`src/rtl/uart_tx.sv`:
```
// UART transmitter: takes one byte per frame from a valid/ready source and
// sends start, LSB-first data, optional parity and 1-2 stop bits on txd.
module uart_tx #(
    parameter int DATA_WIDTH = 8,
    parameter int CLK_DIV    = 868,
    parameter int DIV_WIDTH  = 16,
    parameter int PARITY     = 0,
    parameter int STOP_BITS  = 1
) (
    input  logic                  clk,
    input  logic                  reset,
    input  logic                  m_valid,
    input  logic [DATA_WIDTH-1:0] m_data,
    output logic                  m_ready,
    output logic                  txd,
    output logic                  busy
);
    localparam int BCW = $clog2(DATA_WIDTH + 1);
    localparam logic [DIV_WIDTH-1:0] DIV_LAST = DIV_WIDTH'(CLK_DIV - 1);
    localparam logic [BCW-1:0]       BIT_LAST = BCW'(DATA_WIDTH - 1);
    localparam logic                 STOP_LAST = 1'(STOP_BITS - 1);
    localparam logic                 ODD = (PARITY == 1);

    typedef enum logic [2:0] {
        S_IDLE,
        S_START,
        S_DATA,
        S_PARITY,
        S_STOP
    } state_t;

    state_t                state;
    logic [DIV_WIDTH-1:0]  div_cnt;
    logic [BCW-1:0]        bit_cnt;
    logic                  stop_cnt;
    logic [DATA_WIDTH-1:0] shreg;
    logic                  par_bit;
    logic                  bit_tick;

    assign bit_tick = (div_cnt == DIV_LAST);
    assign m_ready  = (state == S_IDLE) && !reset;
    assign busy     = (state != S_IDLE);

    always_ff @(posedge clk) begin
        if (reset) begin
            state    <= S_IDLE;
            div_cnt  <= '0;
            bit_cnt  <= '0;
            stop_cnt <= 1'b0;
            shreg    <= '0;
            par_bit  <= 1'b0;
            txd      <= 1'b1;
        end else begin
            case (state)
                S_IDLE: begin
                    div_cnt <= '0;
                    txd     <= 1'b1;
                    if (m_valid) begin
                        // Parity comes from the captured byte, so later m_data churn cannot leak in.
                        shreg   <= m_data;
                        par_bit <= (^m_data) ^ ODD;
                        txd     <= 1'b0;
                        state   <= S_START;
                    end
                end
                S_START: begin
                    if (bit_tick) begin
                        div_cnt <= '0;
                        bit_cnt <= '0;
                        txd     <= shreg[0];
                        state   <= S_DATA;
                    end else begin
                        div_cnt <= div_cnt + DIV_WIDTH'(1);
                    end
                end
                S_DATA: begin
                    if (bit_tick) begin
                        div_cnt <= '0;
                        shreg   <= shreg >> 1;
                        if (bit_cnt == BIT_LAST) begin
                            if (PARITY != 0) begin
                                txd   <= par_bit;
                                state <= S_PARITY;
                            end else begin
                                txd      <= 1'b1;
                                stop_cnt <= 1'b0;
                                state    <= S_STOP;
                            end
                        end else begin
                            bit_cnt <= bit_cnt + BCW'(1);
                            txd     <= shreg[1];
                        end
                    end else begin
                        div_cnt <= div_cnt + DIV_WIDTH'(1);
                    end
                end
                S_PARITY: begin
                    if (bit_tick) begin
                        div_cnt  <= '0;
                        txd      <= 1'b1;
                        stop_cnt <= 1'b0;
                        state    <= S_STOP;
                    end else begin
                        div_cnt <= div_cnt + DIV_WIDTH'(1);
                    end
                end
                S_STOP: begin
                    txd <= 1'b1;
                    if (bit_tick) begin
                        div_cnt <= '0;
                        if (stop_cnt == STOP_LAST) begin
                            stop_cnt <= 1'b0;
                            state    <= S_IDLE;
                        end else begin
                            stop_cnt <= 1'b1;
                        end
                    end else begin
                        div_cnt <= div_cnt + DIV_WIDTH'(1);
                    end
                end
                default: begin
                    txd   <= 1'b1;
                    state <= S_IDLE;
                end
            endcase
        end
    end
endmodule

```
`config.mk`:
```
export PLATFORM = sky130hd
export DESIGN_NAME = uart_tx
export DESIGN_NICKNAME = d
export VERILOG_FILES = /design/src/rtl/uart_tx.sv
export SDC_FILE = /design/constraint.sdc
export NUM_CORES = 1
export LEC_CHECK = 0
export ABC_AREA = 1
export CAP_MARGIN = 20
export CORE_MARGIN = 4
export CORE_UTILIZATION = 56
export CTS_CLUSTER_SIZE = 30
export DETAILED_ROUTE_END_ITERATION = 16
export DONT_BUFFER_PORTS = 1
export GPL_TIMING_DRIVEN = 1
export HOLD_SLACK_MARGIN = 0.12
export PLACE_DENSITY = 0.74
export SYNTH_ARGS = -nofsm -noshare
export SYNTH_HDL_FRONTEND = slang
export SYNTH_SLANG_ARGS = --single-unit
```
`constraint.sdc`:
```
create_clock -name clk -period 1.2 [get_ports clk]
set_input_delay 0.24 -clock clk [delete_from_list [all_inputs] [get_ports clk]]
set_output_delay 0.24 -clock clk [all_outputs]
set_load 0.01 [all_outputs]
```
==> results of run 1 <==
==> cell families after synthesis <==
kind of cell,Yosys count,synth area share (%)
AND/OR/NAND/NOR,191,43.5
buffers and inverters,44,9.12
AO/OA/AOI/OAI,34,8.98
flip-flops,32,33.8
XOR/XNOR,7,3.24
adder cells (fa/ha/maj),2,1.32
==> cell usage after synthesis, drive strengths merged <==
cell type | count | area [sq um]
buf | 6 | 30.0
nor2 | 54 | 215
ha | 2 | 25.0
dfxtp | 32 | 641
a21oi | 20 | 100
nand4 | 8 | 50.1
nand3 | 38 | 195
clkbuf | 2 | 7.51
o21ai | 14 | 70.1
xor2 | 6 | 52.6
xnor2 | 1 | 8.76
inv | 36 | 135
nor3 | 6 | 30.0
and2 | 1 | 6.26
nand2 | 84 | 328
==> metal layers <==
metal / GRT overflow / GRT usage (%)
met5: 0 / 0
met4: 1 / 57.1
met3: 0 / 40.8
met2: 1 / 77.0
met1: 0 / 58.3
==> repair_timing <==
| item | 4_1_cts |
|---|---|
| hold endpoints to repair | 5 |
| hold buffers | 3 |
| pin swaps | 23 |
| setup endpoints to repair | 34 |
| buffers inserted | 13 |
| resized for setup | 62 |
==> per-stage QoR <==
stage	worst slack (ns)	hold slack (ns)
after detailed placement	-0.141	0.306
after floorplan	-0.0225	0.302
after CTS	-0.158	0.150
after global placement	-0.102	0.304
==> flow_summary.json, run 1 <==
{
  "status": "aborted with a tool error",
  "lastStage": "global routing",
  "error": "[ERROR GRT-0232] Routing congestion too high. Check the congestion heatmap in the GUI.",
  "dpl_cell_area_sq_um": 2400,
  "rows": 20,
  "grt_use_total_pct": 58.3,
  "clockBufferDepth": 2,
  "cts_sinks": 32,
  "dpl.cell_count": 396,
  "synth_area_per_cell_sq_um": 6.11,
  "synth.net_count": 323,
  "start_util_pct": 60.1,
  "portBuffers": 0,
  "ys_seq_elements": 32,
  "die_y_um": 66.2,
  "die_w_um": 66.2,
  "crit_endpoint": "bit_cnt[1]$_SDFFE_PP0P_/D",
  "synthCells": 310,
  "place.detailed.hpwl_um": 3600,
  "ys_warn_count": 0,
  "grt_max_degree": 18,
  "cts-root-buf": "clkbuf_4",
  "synth_cell_types": 21,
  "place_congestion": 0.992,
  "yosysSeqAreaShare_pct": 33.8,
  "pin_count": 14,
  "cts_buffers": 5,
  "htree_levels": 2,
  "netlist_area_sq_um": 1890,
  "worst-ep-kind": "register data pin",
  "gr-total-overflow": 2
}
==> inputs of run 2 (changes only) <==
--- a/config.mk
+++ b/config.mk
@@ -8,13 +8,11 @@
 export ABC_AREA = 1
 export CAP_MARGIN = 20
 export CORE_MARGIN = 4
-export CORE_UTILIZATION = 56
-export CTS_CLUSTER_SIZE = 30
+export CORE_UTILIZATION = 40
 export DETAILED_ROUTE_END_ITERATION = 16
 export DONT_BUFFER_PORTS = 1
 export GPL_TIMING_DRIVEN = 1
-export HOLD_SLACK_MARGIN = 0.12
-export PLACE_DENSITY = 0.74
+export PLACE_DENSITY_LB_ADDON = 0.15
 export SYNTH_ARGS = -nofsm -noshare
 export SYNTH_HDL_FRONTEND = slang
 export SYNTH_SLANG_ARGS = --single-unit
==> constraint.sdc (replaced) <==
create_clock -name clk -period 1.56 [get_ports clk]
set_input_delay 0.312 -clock clk [delete_from_list [all_inputs] [get_ports clk]]
set_output_delay 0.312 -clock clk [all_outputs]
set_load 0.01 [all_outputs]
==> flow_summary.json, run 2 <==
{
  "path_delay_family": "simple AND/OR/NAND/NOR gates",
  "met1_usage_pct": 23.4,
  "regToRegSetupSlack_ns": 0.11,
  "htree_levels": 2,
  "wl_per_cell_um": 12.3,
  "netlist_top_cells_count": "nand2_1 (79), nor2_1 (51), nand3_1 (37)",
  "finalCritPeriodShare_pct": 94.8,
  "cts_buffers": 5,
  "met3_usage_pct": 3.28,
  "cts_tree": "built",
  "status": "complete, no violations",
  "met2_usage_pct": 24.5,
  "postCtsSetupBuffers": 0,
  "yosysSeqAreaShare_pct": 33.8,
  "worst-path-max-fanout": 5,
  "firstDrtPassIters": 4,
  "powerDensity_nw_per_um2": 1240,
  "ys_warn_count": 0,
  "drt-initial-drc-count": 111,
  "avgViaCountPerCell": 5.07,
  "regMostFlops": "div_cnt",
  "synth_area_per_cell_sq_um": 6.11,
  "cpPeakStageDelay_ns": 0.36,
  "synth_cell_types": 21,
  "cp-end-kind": "output port",
  "die_y_um": 76.8,
  "path_class": "register to output port",
  "reg.largest.list": "div_cnt (16), shreg (8), bit_cnt (4)",
  "synthMostInstantiatedCell": "nand2_1",
  "synth.net_count": 323,
  "vias": 1900,
  "hold_viol": 0,
  "fin_tns_setup_ns": 0,
  "synth.top_cell.area_share_pct": 33.8,
  "hold_path_depth": 1,
  "fin_nets": 336,
  "cp_slowest_cell": "dfxtp_2",
  "die_w_um": 76.8,
  "clk_pin_slew_ns": 0.07,
  "fmax_mhz": 677,
  "ys_seq_elements": 32,
  "required_ns": 1.25,
  "ys.flop_type": "dfxtp_1",
  "grt_use_total_pct": 16.3,
  "grt_max_degree": 17,
  "cp_common_cell": "nor2_2",
  "clkLatencyLatePin_ns": 0.28,
  "hold_path_startpoint": "reset",
  "leakage_uw": 0.000908,
  "postLayoutCoreUtil_pct": 48.5,
  "yosysTopAreaCell": "dfxtp_1",
  "mostFrequentLayoutCells": "nand2_1 (78), nor2_1 (49), nand3_1 (37), inv_1 (32), dfxtp_1 (28)",
  "crit_arrival_ns": 1.17,
  "core_sq_um": 4470,
  "max_cap_viol_count": 0,
  "tightest_slew_ns": 0.379,
  "slew_viol_final": 0,
  "r2r-start": "state[2]",
  "grt_busiest_layer": "met2",
  "num_antenna_cells": 0,
  "portBuffers": 0,
  "r2r_cells": 8,
  "worstPathCellList": "nor2_2 -> nand2_2 -> buf_4 -> nor2_2",
  "place_congestion": 0.918,
  "fin_worst_skew_ns": 0.00724,
  "rows": 24,
  "synthCells": 310,
  "vdd_drop_max_v": 0.000831,
  "grt_pass1_vias": 1729,
  "place.detailed.hpwl_um": 3430,
  "grt_pass1_wl_um": 7980,
  "start_util_pct": 42.3,
  "netlist_area_sq_um": 1890,
  "slew_headroom_pct": 74.7,
  "worstSetupStartpointType": "register",
  "drive_gt1_share_pct": 13.0,
  "r2r-end": "bit_cnt[3]",
  "antenna_found_initial": 0,
  "fin_crit_ns": 1.48,
  "clockBufferDepth": 2,
  "gr-total-overflow": 0,
  "postRouteAntennaNets": 0,
  "setup_viol": 0,
  "pin_count": 14,
  "cts_sinks": 32,
  "ys_top_cells_by_area": "dfxtp_1 (34%), nand2_1 (16%), nor2_1 (10%)",
  "die_area_sq_um": 5900,
  "ctsHoldBuffers": 0,
  "hold_path.class": "primary input to register",
  "holdPathEnd": "div_cnt[1]",
  "largest_reg_flops": 16,
  "final_common_cell": "nand2_1",
  "crit_buf_inv": 1,
  "totalWireLength_um": 4620,
  "synthToLayoutAreaGrowth_pct": 14.5,
  "synth_edf_count": 0,
  "cts-root-buf": "clkbuf_8",
  "drc": 0,
  "async_flop_share_pct": 0
}
run 2: cell counts after synthesis:
No cell type changed its count.
run 2: kinds of logic (layout without fill, tap and decap cells):
logic type / after synthesis / after routing / synth area share, %
XOR/XNOR: 7 / 7 / 3.24
buffers and inverters: 44 / 57 / 9.12
AO/OA/AOI/OAI: 34 / 34 / 8.98
AND/OR/NAND/NOR: 191 / 191 / 43.5
adder cells (fa/ha/maj): 2 / 2 / 1.32
flip-flops: 32 / 32 / 33.8
run 2: worst max path at each step:
stage / startpoint / cells past startpoint / to / slack [ns]
2_1_floorplan: div_cnt[1] / 7 / shreg[0] / 0.19
3_3_place_gp: div_cnt[0] / 8 / bit_cnt[1] / 0.03
3_5_place_dp: div_cnt[0] / 8 / bit_cnt[1] / 0.06
4_1_cts: div_cnt[0] / 8 / bit_cnt[1] / 0.03
5_1_grt: state[2] / 8 / bit_cnt[3] / -0.01
6_report: state[0] / 4 / m_ready / 0.08
run 2: layout make-up:
type | count | area, sq um
Inverter | 36 | 138
Multi-Input combinational cell | 234 | 1120
Fill cell | 476 | 2310
Tap cell | 52 | 65.1
Sequential cell | 32 | 646
Clock buffer | 7 | 96.3
Timing Repair Buffer | 14 | 105
run 2: layer usage:
layer / vias up / part of all wire, % / routed length [um]
met5: - / 0 / 0
met4: 0 / 1.0 / 48
met3: 6 / 4.6 / 213
met2: 36 / 44 / 2010
met1: 844 / 51 / 2340
li1: 1014 / - / -
run 2: power by group:
group,total [uW],internal (uW),switching (uW),leakage [uW]
clock network,694,393,301,0.0000503
registers,1040,945,98.9,0.000262
logic,956,325,631,0.000596
total,2700,1660,1030,0.000908
run 2: timing repair:
item,4_1_cts,5_1_grt
pin swaps,0,1
resized for setup,2,12
setup endpoints to repair,1,23
run 2: stage by stage:
step / instance area, sq um / hold WS [ns] / setup slack [ns] / power (uW) / std cells
detailed placement: 2030 / 0.384 / 0.0555 / 1940 / 368
finish: 2170 / 0.0807 / 0.0818 / 2700 / 375
global route: 2170 / 0.0715 / -0.0144 / 2920 / 375
floorplan: 1890 / 0.381 / 0.195 / 1730 / 310
CTS: 2130 / 0.0762 / 0.0281 / 2660 / 375
global placement: 2030 / 0.382 / 0.0335 / 1950 / 368
(Power assumes the default switching activity.)
==> inputs of run 3 (changes only) <==
==> constraint.sdc (replaced) <==
create_clock -name clk -period 1.56 [get_ports clk]
set_input_delay 0.156 -clock clk [delete_from_list [all_inputs] [get_ports clk]]
set_output_delay 0.156 -clock clk [all_outputs]
set_load 0.01 [all_outputs]
==> flow_summary.json, run 3 (synthesis results as in run 2) <==
{
  "status": "complete, no violations",
  "place.detailed.hpwl_um": 3430,
  "slew_viol_final": 0,
  "cp_common_cell": "nand2_1",
  "clk_pin_slew_ns": 0.07,
  "cts_buffers": 5,
  "grt_use_total_pct": 16.4,
  "path_class": "register to register",
  "fin_nets": 337,
  "crit_arrival_ns": 1.62,
  "cts_sinks": 32,
  "antenna_found_initial": 0,
  "gr-total-overflow": 0,
  "critPathCapture": "bit_cnt[1]",
  "path_delay_family": "simple AND/OR/NAND/NOR gates",
  "pin_count": 14,
  "postRouteAntennaNets": 0,
  "die_area_sq_um": 5900,
  "final_common_cell": "nand2_1",
  "rows": 24,
  "finalCritPeriodShare_pct": 92.9,
  "drt-initial-drc-count": 74,
  "cpPeakStageDelay_ns": 0.36,
  "num_antenna_cells": 0,
  "die_y_um": 76.8,
  "regMostFlops": "div_cnt",
  "tightest_slew_ns": 0.427,
  "hold_path_depth": 2,
  "vias": 1922,
  "totalWireLength_um": 4630,
  "place_congestion": 0.918,
  "grt_pass1_wl_um": 8020,
  "core_sq_um": 4470,
  "powerDensity_nw_per_um2": 1240,
  "crit_buf_inv": 1,
  "worstPathCellList": "inv_2 -> nand2_1 -> nor2_4 -> nand2_1 -> nand2_4 -> nand2_1 -> o21ai_0 -> nor2_1",
  "cts_tree": "built",
  "wl_per_cell_um": 12.3,
  "design_area_sq_um": 2170,
  "dpl_cell_area_sq_um": 2030,
  "hold_path.class": "primary input to register",
  "firstDrtPassIters": 4,
  "vdd_drop_max_v": 0.000773,
  "regToRegSetupSlack_ns": 0.11,
  "fin_total_pwr_uw": 2690,
  "fin_worst_skew_ns": 0.00805,
  "required_ns": 1.73,
  "leakage_uw": 0.000911,
  "pre_cts_slack_ns": 0.0555,
  "htree_levels": 2,
  "max_cap_viol_count": 0,
  "grt_pass1_vias": 1735,
  "worst-path-max-fanout": 7,
  "rsz0062_at_grt": "true",
  "setup_slack_ns": 0.110,
  "cts-root-buf": "clkbuf_8",
  "multi_input_area_sq_um": 1120,
  "postCtsSetupBuffers": 0,
  "postLayoutCoreUtil_pct": 48.6,
  "hold_viol": 0,
  "r2r-end": "bit_cnt[1]",
  "clkLatencyLatePin_ns": 0.28,
  "avgViaCountPerCell": 5.11,
  "die_w_um": 76.8,
  "drive_gt1_share_pct": 12.7,
  "setup_viol": 0,
  "reg.largest.list": "div_cnt (16), shreg (8), bit_cnt (4)",
  "regArea_sq_um": 646,
  "worstSetupStartpointType": "register",
  "slew_headroom_pct": 71.5,
  "clockBufferDepth": 2,
  "mostFrequentLayoutCells": "nand2_1 (78), nor2_1 (50), nand3_1 (37), inv_1 (32), dfxtp_1 (28)",
  "fillCellCount": 475,
  "r2r_cells": 8,
  "synthToLayoutAreaGrowth_pct": 14.7,
  "cp_slowest_cell": "dfxtp_1",
  "grt_max_degree": 17,
  "crit_cells": 8,
  "startpoint": "state[2]",
  "hold_path_startpoint": "m_data[7]",
  "drc": 0,
  "r2r-start": "state[2]",
  "fin_crit_ns": 1.45,
  "start_util_pct": 42.3,
  "portBuffers": 0,
  "fmax_mhz": 690,
  "cp-end-kind": "register",
  "largest_reg_flops": 16
}
==> run 3: cell types whose count changed in the layout (fill, tap and decap cells not counted) <==
cell | previous run | this run
nor2_1 | 49 | 50
inv_2 | 3 | 4
o21ai_0 | 9 | 10
inv_4 | 1 | 0
o21ai_1 | 5 | 4
nor2_2 | 3 | 2
dlygate4sd3_1 | 0 | 1
==> run 3: what timing repair did <==
action | CTS | global route
gates resized for setup | 0 | 11
endpoints found under the hold margin | 5 | 0
hold buffers | 1 | 0
setup endpoints to repair | 0 | 22
==> run 3: per-layer routing <==
layer	GRT usage (%)	vias up	share of wire (%)
met4	4.53	0	1.0
li1	-	1016	-
met3	3.51	6	3.6
met1	23.5	869	51
met5	0	-	0
met2	24.5	31	44
==> run 3: how the worst min path moves through the flow <==
stage	to	slack [ns]
2_1_floorplan	div_cnt[10]	0.23
3_3_place_gp	div_cnt[1]	0.23
3_5_place_dp	state[2]	0.23
4_1_cts	shreg[7]	0.03
5_1_grt	shreg[7]	0.06
6_report	shreg[7]	0.04
==> run 3: area by class of cell <==
type | count | share of cell area (%)
timing repair buffer | 15 | 5.30
sequential | 32 | 29.7
multi-input combinational | 234 | 51.4
tap | 52 | 2.99
inverter | 36 | 6.22
clock buffer | 7 | 4.43
==> run 3: through the flow <==
| stage | cells | hold WS [ns] | TNS (ns) |
|---|---|---|---|
| 6_report | 376 | 0.0365 | 0 |
| 5_1_grt | 376 | 0.0600 | -0.00765 |
| 4_1_cts | 376 | 0.0301 | 0 |
| 3_5_place_dp | 368 | 0.228 | 0 |
| 3_3_place_gp | 368 | 0.226 | 0 |
| 2_1_floorplan | 310 | 0.225 | 0 |
==> run 3: report_power, final <==
group / internal [uW] / switching (uW)
Combinational: 323 / 625
Clock: 393 / 301
Sequential: 945 / 99.4
Total: 1660 / 1030
